===== src/rtl/conv_ctrl_pkg.sv =====
// Shared types and constants for the conv MAC array sequencer.
// Optional feature macro used by this slice: CONV_CTRL_ABORT_EN.
package conv_ctrl_pkg;

    typedef enum logic [2:0] {
        ST_IDLE     = 3'd0,
        ST_ACCUM    = 3'd1,
        ST_FLUSH    = 3'd2,
        ST_WAIT_OUT = 3'd3,
        ST_DONE     = 3'd4
    } state_e;

    localparam logic [3:0] SCALE_INIT = 4'd0;
    localparam logic [3:0] SCALE_A    = 4'd1;
    localparam logic [3:0] SCALE_B    = 4'd2;
    localparam logic [3:0] SCALE_C    = 4'd3;

    // Layer mode to requantisation code.
    function automatic logic [3:0] scale_code(input logic [1:0] mode);
        logic [3:0] code;
        case (mode)
            2'd0:    code = SCALE_INIT;
            2'd1:    code = SCALE_A;
            2'd2:    code = SCALE_B;
            default: code = SCALE_C;
        endcase
        return code;
    endfunction

endpackage


===== src/rtl/conv_seq_ctrl_if.sv =====
// Handshake and control bundle between the layer FSM, the sequencer and the MAC array.
// With CONV_CTRL_ABORT_EN defined the bundle carries an extra abort request.
interface conv_seq_ctrl_if #(
    parameter int unsigned CNT_WIDTH   = 10,
    parameter int unsigned SCALE_WIDTH = 4
);
    logic                   start;
    logic [1:0]             mode;
    logic [CNT_WIDTH-1:0]   cin_groups;
    logic [CNT_WIDTH-1:0]   pix_num;
    logic                   in_valid;
    logic                   in_ready;
    logic                   adder_rst;
    logic                   acc_en;
    logic [SCALE_WIDTH-1:0] scale_in;
    logic                   out_valid;
    logic                   out_ready;
    logic                   busy;
    logic                   done;
    logic                   state_rst;

`ifdef CONV_CTRL_ABORT_EN
    logic                   abort;

    modport master (
        output start, mode, cin_groups, pix_num, in_valid, out_ready, abort,
        input  in_ready, adder_rst, acc_en, scale_in, out_valid, busy, done, state_rst
    );
    modport slave (
        input  start, mode, cin_groups, pix_num, in_valid, out_ready, abort,
        output in_ready, adder_rst, acc_en, scale_in, out_valid, busy, done, state_rst
    );
`else
    modport master (
        output start, mode, cin_groups, pix_num, in_valid, out_ready,
        input  in_ready, adder_rst, acc_en, scale_in, out_valid, busy, done, state_rst
    );
    modport slave (
        input  start, mode, cin_groups, pix_num, in_valid, out_ready,
        output in_ready, adder_rst, acc_en, scale_in, out_valid, busy, done, state_rst
    );
`endif

endinterface


===== src/rtl/ctrl_delay_line.sv =====
// Fixed-latency shift register aligning {adder_rst, acc_en} with the multiplier pipeline.
module ctrl_delay_line #(
    parameter int unsigned DEPTH = 2,
    parameter int unsigned W     = 2
) (
    input  logic         clk,
    input  logic         rstn,
    input  logic         clr,
    input  logic [W-1:0] din,
    output logic [W-1:0] dout
);

    logic [DEPTH-1:0][W-1:0] sr;

    // Shift one stage per cycle; clr drops every in-flight entry.
    always_ff @(posedge clk or negedge rstn) begin
        if (!rstn) begin
            sr <= '0;
        end else if (clr) begin
            sr <= '0;
        end else begin
            for (int i = DEPTH - 1; i > 0; i--) begin
                sr[i] <= sr[i-1];
            end
            sr[0] <= din;
        end
    end

    assign dout = sr[DEPTH-1];

endmodule


===== src/rtl/conv_seq_ctrl.sv =====
// Per-tile sequencer for the conv MAC array: beat accumulation, pipeline flush,
// result handshake and pixel counting. CONV_CTRL_ABORT_EN adds a mid-tile abort.
module conv_seq_ctrl
    import conv_ctrl_pkg::*;
#(
    parameter int unsigned MAC_IN_NUM          = 9,
    parameter int unsigned MAC_OUT_NUM         = 18,
    parameter int unsigned MULT_PIPELINE_STAGE = 2,
    parameter int unsigned CNT_WIDTH           = 10,
    parameter int unsigned SCALE_WIDTH         = 4
) (
    input  logic           clk,
    input  logic           rstn,
    conv_seq_ctrl_if.slave bus
);

    localparam int unsigned S       = MULT_PIPELINE_STAGE;
    localparam int unsigned FLUSH_W = (S > 1) ? $clog2(S) : 1;

    // Reject configurations the array cannot be built with.
    if (MAC_IN_NUM == 0 || MAC_OUT_NUM == 0 || MULT_PIPELINE_STAGE == 0) begin : g_param_check
        $error("conv_seq_ctrl: MAC sizes and pipeline depth must be non-zero");
    end

    state_e                 state, state_next;
    logic [CNT_WIDTH-1:0]   beat_cnt, beat_cnt_next;
    logic [CNT_WIDTH-1:0]   pix_cnt, pix_cnt_next;
    logic [CNT_WIDTH-1:0]   cg_q, cg_next;
    logic [CNT_WIDTH-1:0]   pix_num_q, pix_num_next;
    logic [FLUSH_W-1:0]     flush_cnt, flush_cnt_next;
    logic [SCALE_WIDTH-1:0] scale_q, scale_next;
    logic                   in_ready_q, in_ready_next;
    logic                   out_valid_q, out_valid_next;
    logic                   busy_q, busy_next;
    logic                   done_q, done_next;
    logic                   state_rst_q, state_rst_next;
    logic                   beat_c;
    logic                   abort_c;
    logic [1:0]             dl_in_c;
    logic [1:0]             dl_out;

`ifdef CONV_CTRL_ABORT_EN
    assign abort_c = bus.abort && (state != ST_IDLE);
`else
    assign abort_c = 1'b0;
`endif

    assign beat_c  = bus.in_valid && in_ready_q;
    assign dl_in_c = {beat_c && (beat_cnt == '0), beat_c};

    // State register.
    always_ff @(posedge clk or negedge rstn) begin
        if (!rstn) begin
            state <= ST_IDLE;
        end else begin
            state <= state_next;
        end
    end

    // Next state, counter updates and next values of the registered outputs.
    always_comb begin
        state_next     = state;
        beat_cnt_next  = beat_cnt;
        pix_cnt_next   = pix_cnt;
        flush_cnt_next = flush_cnt;
        cg_next        = cg_q;
        pix_num_next   = pix_num_q;
        scale_next     = scale_q;

        case (state)
            ST_IDLE: begin
                if (bus.start) begin
                    cg_next        = (bus.cin_groups == '0) ? CNT_WIDTH'(1) : bus.cin_groups;
                    pix_num_next   = bus.pix_num;
                    scale_next     = SCALE_WIDTH'(scale_code(bus.mode));
                    beat_cnt_next  = '0;
                    pix_cnt_next   = '0;
                    flush_cnt_next = '0;
                    state_next     = (bus.pix_num == '0) ? ST_DONE : ST_ACCUM;
                end
            end
            ST_ACCUM: begin
                if (beat_c) begin
                    if (beat_cnt == cg_q - CNT_WIDTH'(1)) begin
                        beat_cnt_next  = '0;
                        flush_cnt_next = '0;
                        state_next     = ST_FLUSH;
                    end else begin
                        beat_cnt_next = beat_cnt + CNT_WIDTH'(1);
                    end
                end
            end
            ST_FLUSH: begin
                if (flush_cnt == FLUSH_W'(S - 1)) begin
                    flush_cnt_next = '0;
                    state_next     = ST_WAIT_OUT;
                end else begin
                    flush_cnt_next = flush_cnt + FLUSH_W'(1);
                end
            end
            ST_WAIT_OUT: begin
                if (bus.out_ready) begin
                    pix_cnt_next = pix_cnt + CNT_WIDTH'(1);
                    state_next   = (pix_cnt == pix_num_q - CNT_WIDTH'(1)) ? ST_DONE : ST_ACCUM;
                end
            end
            ST_DONE: begin
                pix_cnt_next = '0;
                state_next   = ST_IDLE;
            end
            default: begin
                state_next = ST_IDLE;
            end
        endcase

        if (abort_c) begin
            state_next     = ST_IDLE;
            beat_cnt_next  = '0;
            pix_cnt_next   = '0;
            flush_cnt_next = '0;
        end

        in_ready_next  = (state_next == ST_ACCUM);
        out_valid_next = (state_next == ST_WAIT_OUT);
        busy_next      = (state_next != ST_IDLE);
        done_next      = (state_next == ST_DONE);
        state_rst_next = (state_next == ST_DONE) || abort_c;
    end

    // Counters, latched tile fields and registered outputs.
    always_ff @(posedge clk or negedge rstn) begin
        if (!rstn) begin
            beat_cnt    <= '0;
            pix_cnt     <= '0;
            flush_cnt   <= '0;
            cg_q        <= '0;
            pix_num_q   <= '0;
            scale_q     <= '0;
            in_ready_q  <= 1'b0;
            out_valid_q <= 1'b0;
            busy_q      <= 1'b0;
            done_q      <= 1'b0;
            state_rst_q <= 1'b0;
        end else begin
            beat_cnt    <= beat_cnt_next;
            pix_cnt     <= pix_cnt_next;
            flush_cnt   <= flush_cnt_next;
            cg_q        <= cg_next;
            pix_num_q   <= pix_num_next;
            scale_q     <= scale_next;
            in_ready_q  <= in_ready_next;
            out_valid_q <= out_valid_next;
            busy_q      <= busy_next;
            done_q      <= done_next;
            state_rst_q <= state_rst_next;
        end
    end

    ctrl_delay_line #(
        .DEPTH (S),
        .W     (2)
    ) u_delay (
        .clk  (clk),
        .rstn (rstn),
        .clr  (abort_c),
        .din  (dl_in_c),
        .dout (dl_out)
    );

    assign bus.in_ready  = in_ready_q;
    assign bus.out_valid = out_valid_q;
    assign bus.busy      = busy_q;
    assign bus.done      = done_q;
    assign bus.state_rst = state_rst_q;
    assign bus.scale_in  = scale_q;
    assign bus.adder_rst = dl_out[1];
    assign bus.acc_en    = dl_out[0];

endmodule


===== src/flat_wrapper.sv =====
// flat-port wrapper written by rule: the top's interface ports become plain ports
module conv_seq_ctrl_flat import conv_ctrl_pkg::*;
#(
    parameter int unsigned MAC_IN_NUM          = 9,
    parameter int unsigned MAC_OUT_NUM         = 18,
    parameter int unsigned MULT_PIPELINE_STAGE = 2,
    parameter int unsigned CNT_WIDTH           = 10,
    parameter int unsigned SCALE_WIDTH         = 4
)
  (clk, rstn, bus_start, bus_mode, bus_cin_groups, bus_pix_num, bus_in_valid, bus_out_ready, bus_in_ready, bus_adder_rst, bus_acc_en, bus_scale_in, bus_out_valid, bus_busy, bus_done, bus_state_rst);
  conv_seq_ctrl_if #(.CNT_WIDTH(CNT_WIDTH), .SCALE_WIDTH(SCALE_WIDTH)) bus_i ();
  input  logic clk;
  input  logic rstn;
  input wire logic [$bits(bus_i.start)-1:0] bus_start;
  input wire logic [$bits(bus_i.mode)-1:0] bus_mode;
  input wire logic [$bits(bus_i.cin_groups)-1:0] bus_cin_groups;
  input wire logic [$bits(bus_i.pix_num)-1:0] bus_pix_num;
  input wire logic [$bits(bus_i.in_valid)-1:0] bus_in_valid;
  input wire logic [$bits(bus_i.out_ready)-1:0] bus_out_ready;
  output wire logic [$bits(bus_i.in_ready)-1:0] bus_in_ready;
  output wire logic [$bits(bus_i.adder_rst)-1:0] bus_adder_rst;
  output wire logic [$bits(bus_i.acc_en)-1:0] bus_acc_en;
  output wire logic [$bits(bus_i.scale_in)-1:0] bus_scale_in;
  output wire logic [$bits(bus_i.out_valid)-1:0] bus_out_valid;
  output wire logic [$bits(bus_i.busy)-1:0] bus_busy;
  output wire logic [$bits(bus_i.done)-1:0] bus_done;
  output wire logic [$bits(bus_i.state_rst)-1:0] bus_state_rst;
  assign bus_i.start = bus_start;
  assign bus_i.mode = bus_mode;
  assign bus_i.cin_groups = bus_cin_groups;
  assign bus_i.pix_num = bus_pix_num;
  assign bus_i.in_valid = bus_in_valid;
  assign bus_i.out_ready = bus_out_ready;
  assign bus_in_ready = bus_i.in_ready;
  assign bus_adder_rst = bus_i.adder_rst;
  assign bus_acc_en = bus_i.acc_en;
  assign bus_scale_in = bus_i.scale_in;
  assign bus_out_valid = bus_i.out_valid;
  assign bus_busy = bus_i.busy;
  assign bus_done = bus_i.done;
  assign bus_state_rst = bus_i.state_rst;
  conv_seq_ctrl #(.MAC_IN_NUM(MAC_IN_NUM), .MAC_OUT_NUM(MAC_OUT_NUM), .MULT_PIPELINE_STAGE(MULT_PIPELINE_STAGE), .CNT_WIDTH(CNT_WIDTH), .SCALE_WIDTH(SCALE_WIDTH)) u_core (.clk(clk), .rstn(rstn), .bus(bus_i));
endmodule

===== config.mk =====
export PLATFORM = sky130hd
export DESIGN_NAME = conv_seq_ctrl_flat
export DESIGN_NICKNAME = d
export VERILOG_FILES = /design/src/rtl/conv_ctrl_pkg.sv /design/src/rtl/conv_seq_ctrl_if.sv /design/src/rtl/ctrl_delay_line.sv /design/src/rtl/conv_seq_ctrl.sv /design/src/flat_wrapper.sv
export SDC_FILE = /design/constraint.sdc
export NUM_CORES = 1
export LEC_CHECK = 0
export ABC_AREA = 1
export BUFFER_PORTS_ARGS = -buffer_cell sky130_fd_sc_hd__clkbuf_2
export CORE_ASPECT_RATIO = 1.75
export CORE_MARGIN = 4
export CORE_UTILIZATION = 45
export CTS_CLUSTER_SIZE = 8
export DETAILED_ROUTE_END_ITERATION = 10
export GPL_TIMING_DRIVEN = 0
export SLEW_MARGIN = 15
export SYNTH_ARGS = -nofsm -noshare
export SYNTH_HDL_FRONTEND = slang
export SYNTH_SLANG_ARGS = --single-unit

===== constraint.sdc =====
create_clock -name clk -period 5.9 [get_ports clk]
set_clock_uncertainty 0.2 [all_clocks]
set_input_delay 1.18 -clock clk [delete_from_list [all_inputs] [get_ports clk]]
set_output_delay 1.18 -clock clk [all_outputs]
set_load 0.01 [all_outputs]

## Word level (Yosys, flattened, before mapping)

Index checks and enable logic that the tools add are counted.

- Magnitude comparators: 0
- Add/subtract/negate cells: 5
- Equality and inequality tests: 15
- Shift operators: 0
- Multiplexer cells: 21
- Bitwise operators: 0
- Reduce and logical (&&, ||, !) cells: 15
- $mul: 0
- Divide/modulo/power cells: 0

Operators by type and width:

| operator | count |
|---|---|
| two-way mux 10 bit | 5 |
| zero test 10 bit | 3 |
| case mux 10 bit (3 select lines) | 1 |
| two-way mux 3 bit | 7 |
| adder 10 x 1 -> 10 bit, second input constant | 2 |
| == test 10 bit | 2 |
| case mux 10 bit (2 select lines) | 1 |
| subtractor 10 x 1 -> 10 bit, second input constant | 2 |
| case mux 3 bit (4 select lines) | 1 |
| == test 3 x 2 -> 1 bit, second input constant | 3 |
| nonzero test 3 bit | 3 |
| == test 3 x 1 -> 1 bit, second input constant | 2 |
| == test 3 bit, second input constant | 2 |
| case mux 2 bit (3 select lines) | 1 |
| AND reduction 3 bit | 2 |
| two-way mux 1 bit | 4 |
| != test 2 x 1 -> 1 bit, second input constant | 2 |
| != test 2 bit, second input constant | 2 |
| AND reduction 4 bit | 1 |
| zero test 3 bit | 1 |
| case mux 1 bit (3 select lines) | 1 |
| == test 2 x 1 -> 1 bit, second input constant | 1 |
| == test 2 bit, second input constant | 1 |
| logical AND 1 bit | 2 |
| 4 further kinds | 4 |

- Word-level logic and storage cells: 69
- Memories kept: 0
- Bits in latches: 0
- Register bits after elaboration: 56
- Bits in read-only memories: 0
- RAM bits: 0

## Depth between registers and ports, before layout

Gate-level depths: netlist of run 1.

- Depth after elaboration: 6
- Mapped depth: 15

## Modules after synthesis

A second synthesis of run 1 with hierarchy kept.

- Cells, all modules: 449
- Area, all modules: 3,266.9 um^2

Modules (own cells, without submodules):

| module | times used | cells an instance | area each (um^2) |
|---|---|---|---|
| conv_seq_ctrl | 1 | 435 | 3,121.7 |
| ctrl_delay_line | 1 | 14 | 145.1 |

## Worst setup path after synthesis of run 1

OpenSTA, ideal clock, no wires.

- Path kind: input to register
- Start point: input port bus_pix_num[8]
- End point: register u_core.busy_q (netlist: u_core.bus.busy)
- Data required time: 5.568 ns
- Stages on the path: 8
- Path buffers: 0
- Slack: 3.564 ns
- Arrival time: 2.005 ns
- Cell sequence: inv_1 -> nand4_1 -> nor4_1 -> nor2_1 -> nor2_1 -> nand2_1 -> nor2_1 -> nand3_1

- Longest elaborated chain between the ends: 5

RTL lines:

| what | line | RTL |
|---|---|---|
| start, declared | flat_wrapper.sv:17 | `input wire logic [$bits(bus_i.pix_num)-1:0] bus_pix_num;` |
| zero test 10 bit | conv_seq_ctrl.sv:79 | `state_next = (bus.pix_num == '0) ? ST_DONE : ST_ACCUM;` |
| two-way mux 3 bit | conv_seq_ctrl.sv:79 |  |
| two-way mux 3 bit | conv_seq_ctrl.sv:72 | `if (bus.start) begin` |
| case mux 3 bit (4 select lines) | conv_seq_ctrl.sv:70 | `case (state)` |
| nonzero test 3 bit | conv_seq_ctrl.sv:125 | `busy_next = (state_next != ST_IDLE);` |
| via u_core.busy_next | conv_seq_ctrl.sv:34 | `logic busy_q, busy_next;` |
| end signal, assigned | conv_seq_ctrl.sv:153 | `busy_q <= busy_next;` |
| end, declared | conv_seq_ctrl.sv:34 |  |

The timed path passes the listed nets, and every way through them passes these cells.
A chain may end at the register's enable or synchronous reset.

## Worst setup path in the final report of run 1

- Start point: input port bus_pix_num[9]
- End point: register u_core.busy_q (netlist: u_core.bus.busy)

The elaborated chain is that of the path after synthesis.

==> results of run 1 <==
critical path, delay by kind of cell:
kind | cells | cell delay [ps]
and+or+nand+nor | 7 | 1110
buffers and inverters | 2 | 140
report_power, final:
group / switching [mW] / internal (mW) / total (mW)
logic: 0.386 / 0.244 / 0.630
registers: 0.118 / 0.484 / 0.602
clock network: 0.131 / 0.210 / 0.341
total: 0.635 / 0.938 / 1.57
area by class of cell:
| cell class | instances | area (sq um) | share of cell area |
|---|---|---|---|
| buffer | 8 | 43.8 | 0.0120 |
| clock buffer | 6 | 139 | 0.0380 |
| clock inverter | 1 | 30.0 | 0.00822 |
| inverter | 62 | 233 | 0.0637 |
| multi-input combinational | 316 | 1580 | 0.431 |
| sequential | 54 | 1350 | 0.370 |
| tap | 84 | 105 | 0.0288 |
| timing repair buffer | 35 | 178 | 0.0486 |
registers in the layout, summed over array words and instances (netlist names):
register,count
u_core.beat_cnt,10
u_core.cg_q,10
u_core.pix_cnt,10
u_core.pix_num_q,10
u_core.state,3
u_core.bus.scale_in,2
u_core.u_delay.dout,2
u_core.u_delay.sr,2
u_core.bus.busy,1
u_core.bus.done,1
u_core.bus.in_ready,1
u_core.bus.out_valid,1
u_core.flush_cnt,1
worst min path at each step:
stage,start,endpoint,slack (ps)
4_1_cts,u_core.u_delay.sr[1],u_core.u_delay.dout[1],160
3_5_place_dp,u_core.u_delay.sr[1],u_core.u_delay.dout[1],140
5_1_grt,u_core.u_delay.sr[1],u_core.u_delay.dout[1],170
2_1_floorplan,u_core.u_delay.sr[0],u_core.u_delay.dout[0],130
3_3_place_gp,u_core.u_delay.sr[0],u_core.u_delay.dout[0],140
6_report,u_core.u_delay.sr[1],u_core.u_delay.dout[1],150
metal layers:
layer / track usage / wire, um
met1: 0.186 / 2790
met2: 0.368 / 4190
met3: 0.0310 / 154
met4: 0.0847 / 245
met5: 0 / 0
synth_stat cells:
| cell type | count |
|---|---|
| nor2_2 | 5 |
| nand2_1 | 126 |
| nand3_1 | 27 |
| nor2_1 | 50 |
| a21o_1 | 1 |
| o21a_2 | 1 |
| nor3_1 | 11 |
| ha_1 | 5 |
| a21oi_1 | 12 |
| buf_4 | 3 |
| or2_0 | 1 |
| nand3_2 | 2 |
| inv_2 | 5 |
| nor3b_2 | 1 |
| conb_1 | 1 |
| a311oi_1 | 1 |
| and3_1 | 1 |
| nor2_4 | 2 |
| nand4_1 | 4 |
| nand3b_1 | 2 |
| xor2_1 | 15 |
| dfrtp_1 | 54 |
| nor3b_1 | 1 |
| nor3_2 | 3 |
| nand2_2 | 1 |
| o21ai_0 | 22 |
| buf_1 | 1 |
| buf_2 | 2 |
| nor4_1 | 6 |
| o21ai_1 | 3 |
| o31ai_1 | 2 |
| and2_1 | 2 |
| nand4_2 | 1 |
| o21ai_2 | 1 |
| clkbuf_1 | 2 |
| xnor2_1 | 5 |
| inv_1 | 57 |
metrics by stage:
| step | worst slack, ps | util | hold WS [ps] |
|---|---|---|---|
| global route | 3270 | 0.529 | 165 |
| finish | 3440 | 0.529 | 152 |
| CTS | 3420 | 0.529 | 156 |
| detailed placement | 3110 | 0.505 | 140 |
| floorplan | 3560 | - | 131 |
| global placement | 3130 | 0.504 | 139 |
kinds of logic after synthesis:
family | synth area share
AND/OR/NAND/NOR | 0.343
buffers and inverters | 0.0864
flip-flops | 0.422
AO/OA/AOI/OAI | 0.0731
XOR/XNOR | 0.0548
adder cells (fa/ha/maj) | 0.0196
other | 0.00117
==> impl_metrics.toml, run 1 <==
[route]
first_iter_violations = 53
drt-total-wl_mm = 7.38
wl_per_cell_um = 13.0
via_per_inst = 5.02
drt_pass1_iterations = 4
via_count = 2839
drc_errors = 0
drtAntennaViolNets = 0

[synthesis]
synth-seq-cells = 54
syn_avg_cell_area_sq_um = 7.29
ys_top_cells_by_area = "dfrtp_1, nand2_1, inv_1"
yosysTopAreaCell = "dfrtp_1"
yosysSeqAreaShare = 0.422
synth_top_cell_area_share = 0.422
synth_area_sq_um = 3200
yosys_warnings = 0
netlist-cell-type-count = 37
syn-instance-count = 439

[die]
start_util = 0.463
core_area_sq_um = 6910
die_w_um = 71.7
die_area_sq_um = 8580
io_pins = 38
die_h_um = 120
rows = 40

[cells_and_area]
final_common_cell = "nand2_1"
finalInstanceArea_sq_um = 3650
num-fill-cells = 700
finish.net_count = 514
insertedDiodeCount = 0
final_cells = 566
drive_gt1_frac = 0.143
final_cell_mix = "nand2_1, inv_1, dfrtp_1"
areaGrowthSynthToFinish_pct = 14.2

[grt]
grt_pass1_vias = 2888
antenna_found_initial = 0
grt.total_usage = 0.189
grt_overflow_total = 0
grt_max_degree = 55
grt_pass1_wl_mm = 12.7

[critical_path]
worstPathRequired_ps = 5870
slowest_delay_ps = 420
endpoint_kind = "register"
critical_path.endpoint = "u_core.bus.busy"
slowest_stage = "nor4_1"
critPathKind = "input pin to register"
startpoint_type = "input pin"
cp_cell_sequence = "clkbuf_2 -> inv_1 -> nand4_1 -> nor4_1 -> nor2_1 -> nor2_1 -> nand2_1 -> nor2_1 -> nand3_1"
arrival_ps = 2420
r2r_start = "u_core.cg_q[0]"
crit_fanout = 3
rr_endpoint = "u_core.bus.busy"
rr_worst_depth = 13
cp-startpoint = "bus_pix_num[9]"
cp_common_cell = "nor2_1"
r2r_setup_slack_ps = 3580

[run]
drv_cap = 0

[sta]
final_hold_viol_count = 0
slew-limit-headroom = 0.501
fmax_mhz = 407
fin_tns_setup_ps = 0
finalSetupViolCount = 0
layout_min_cycle_time_ps = 2460
tightest_slew_ps = 749
rsz0062_at_grt = "no"
finalCritPeriodShare = 0.416
slew_violations = 0

[place]
hpwl_mm = 5.82
dp.cells = 559
io_buffers = 35
place_area_sq_um = 3490
place.gp.congestion = 0.838

[clock_tree]
htreeDepth = 2
ctsResizeCount = 0
cts_tree = "yes"
root_buffer = "clkbuf_16"
clk_latency_ps = 300
clock_path_buffers = 2
postCtsSetupBuffers = 0
hold_buffers = 0
clk_pin_slew_ps = 70
numCtsBuffers = 5
cts_sinks = 54

[power_and_ir_drop]
peakVddDrop_v = 0.000235
power_mw = 1.57
leakage_nw = 1.86
power.density_nw_per_um2 = 430

[min_path]
hold_path_class = "register to register"
holdPathStages = 0

[status]
outcome = "finished, final reports clean"
Power figures use the tool's default switching activity.
==> run 2: changes to the inputs <==
ABC_AREA = 0   (was 1)
clock period = 2.4 ns   (was 5.9 ns; I/O delays follow)
==> run 2 against run 1 <==
Against the previous run: sequential power is 150% higher; synthesized area is 4.3% lower; critical path type is now register to register; count of clock-buffer cells in the layout stayed put; sequential cell count stayed put; worst hold slack worse by 82 ps; highest routed layer unchanged; critical path depth is 2 lower; critical endpoint is now u_core.beat_cnt[0]; global-route usage is 0.88 points lower; cell area is 1.4% lower; via count is 15% lower; die area is 3.9% lower; synthesized cell count is 30% lower; power is 140% higher.
==> impl_metrics.toml, run 2 <==
[status]
outcome = "finished, final reports clean"

[cells_and_area]
finalInstanceArea_sq_um = 3600
final_common_cell = "dfrtp_1"
insertedDiodeCount = 0
finish.net_count = 389
final_cell_mix = "dfrtp_1, clkbuf_2, nor2_1"
drive_gt1_frac = 0.277
areaGrowthSynthToFinish_pct = 17.7
final_cells = 440

[synthesis]
yosysSeqAreaShare = 0.441
synth_area_sq_um = 3060
syn-instance-count = 306
yosysMostFrequentCell = "dfrtp_1"
netlist-cell-type-count = 53
synth-edff-count = 0
synthTopCellsByCount = "dfrtp_1, nor2_1, mux2_2, nand2_1, nor3_1"
ys_top_cells_by_area = "dfrtp_1, mux2_2, xnor2_1"
synth_top_cell_area_share = 0.441
yosys_warnings = 0
yosys_most_used_dff = "dfrtp_1"
yosysTopAreaCell = "dfrtp_1"
synth-async-reset-ratio = 1.00
synth-seq-cells = 54
syn_avg_cell_area_sq_um = 10.0

[sta]
finalSetupViolCount = 0
finalCritPeriodShare = 0.997
rsz0062_at_grt = "yes"
slew_violations = 0
tightest_slew_ps = 1090
layout_min_cycle_time_ps = 2390
fmax_mhz = 418
final_hold_viol_count = 0
fin_tns_setup_ps = 0
slew-limit-headroom = 0.271

[power_and_ir_drop]
leakage_nw = 1.60
peakVddDrop_v = 0.000673
power.density_nw_per_um2 = 1070

[grt]
grt_pass1_wl_mm = 11.6
use_met3 = 0.0282
grt_pass1_vias = 2476
busiest_layer = "met2"
antenna_found_initial = 0
use_met2 = 0.339
grt_overflow_total = 0
met1_usage = 0.186
grt.total_usage = 0.180
grt_max_degree = 55

[critical_path]
endpoint_kind = "register"
r2r_start = "u_core.cg_q[3]"
rr_worst_depth = 7
arrival_ps = 2370
crit_fanout = 5
startpoint_type = "register"
cp-startpoint = "u_core.cg_q[3]"
critical_path.endpoint = "u_core.beat_cnt[0]"
critPathKind = "register to register"
rr_endpoint = "u_core.beat_cnt[0]"
r2r_setup_slack_ps = 8
worstPathRequired_ps = 2380

[route]
via_count = 2420
drt_pass1_iterations = 4
drt-total-wl_mm = 7.04
drc_errors = 0
wl_per_cell_um = 16.0
drtAntennaViolNets = 0
first_iter_violations = 124
via_per_inst = 5.50

[clock_tree]
cts_sinks = 54
clock_path_buffers = 2
numCtsBuffers = 5
cts_tree = "yes"
root_buffer = "clkbuf_16"
clk_pin_slew_ps = 70
clk_latency_ps = 300
htreeDepth = 2
hold_buffers = 0

[place]
place_area_sq_um = 3350
io_buffers = 35
hpwl_mm = 5.13
dp.cells = 424
place.gp.congestion = 0.864

[die]
core_area_sq_um = 6590
io_pins = 38
die_area_sq_um = 8240
die_h_um = 117
die_w_um = 70.4
start_util = 0.465
rows = 39

[min_path]
hold_path_class = "input pin to async pin"

[run]
drv_cap = 0
run 2: cell types whose count changed in the layout (fill, tap and decap cells not counted), sizes merged, moves of 10 or more:
| cell | before | now |
|---|---|---|
| mux2 | 0 | 20 |
| nand3 | 29 | 14 |
| nor2 | 57 | 27 |
| inv | 62 | 9 |
| xnor2 | 5 | 15 |
| o21ai | 26 | 15 |
| nand2 | 127 | 19 |
run 2: logic make-up (layout without fill, tap and decap cells):
kind of cell	after synthesis	after routing	share of synthesized area
AOI/OAI and AO/OA	46	47	0.106
buffers and inverters	25	75	0.0396
other	1	2	0.00122
muxes	24	24	0.0878
and+or+nand+nor	121	121	0.218
DFF	54	54	0.441
adders and majority gates	5	5	0.0204
xor gates and xnor gates	30	30	0.0858
run 2: how the worst min path moves through the flow:
| stage | start | to | slack [ps] | cells after the start |
|---|---|---|---|---|
| 6_report | rstn | u_core.bus.in_ready | 70 | 1 |
| 5_1_grt | rstn | u_core.bus.in_ready | 140 | 1 |
| 4_1_cts | rstn | u_core.bus.in_ready | 110 | 1 |
| 3_5_place_dp | u_core.u_delay.sr[1] | u_core.u_delay.dout[1] | 140 | 0 |
| 3_3_place_gp | u_core.u_delay.sr[0] | u_core.u_delay.dout[0] | 130 | 0 |
| 2_1_floorplan | rstn | u_core.beat_cnt[0] | -20 | 0 |
run 2: power by group:
| part | switching [mW] | internal (mW) | leakage (nW) |
|---|---|---|---|
| clock network | 0.337 | 0.414 | 0.0729 |
| registers | 0.326 | 1.18 | 0.674 |
| logic | 0.804 | 0.790 | 0.856 |
| total | 1.47 | 2.38 | 1.60 |
run 2: stage by stage:
stage	util	hold WS, ps	power (mW)	worst slack (ps)
final	0.547	69.6	3.85	7.68
after CTS	0.541	110	3.84	-13.0
after global routing	0.547	139	4.11	-152
after floorplan	-	-15.6	2.59	148
after global placement	0.508	131	2.92	-241
after detailed placement	0.508	140	2.96	-183
run 2: timing repair:
item / 4_1_cts / 5_1_grt
gates resized for setup: 5 / 14
endpoints found under the setup margin: 15 / 30
setup buffers: 5 / 2
cloned: 1 / 0
pin swaps: 5 / 10
run 2: area by class of cell:
type                    count  area [sq um]
repair buffers             42           230
flip-flops and latches     54          1350
clock buffers               6           139
multi-input cells         229          1640
plain buffers              16          91.3
well taps                  82           103
fillers                   650          2980
inverters                   9          33.8
clock inverters             2          12.5
run 2: critical path, stage by stage, from the launching register on:
cell and delay [ps]:
dfrtp_2 440, nor4_4 370, nor4b_4 270, nor3b_2 200, o21a_2 190, a41o_4 280
nor2_4 70, mux2_4 250
run 2: routing by layer:
layer  share of wire  wire length, um
met1            0.37             2630
met2            0.56             3980
met5               0                0
met4           0.029              206
met3           0.033              233
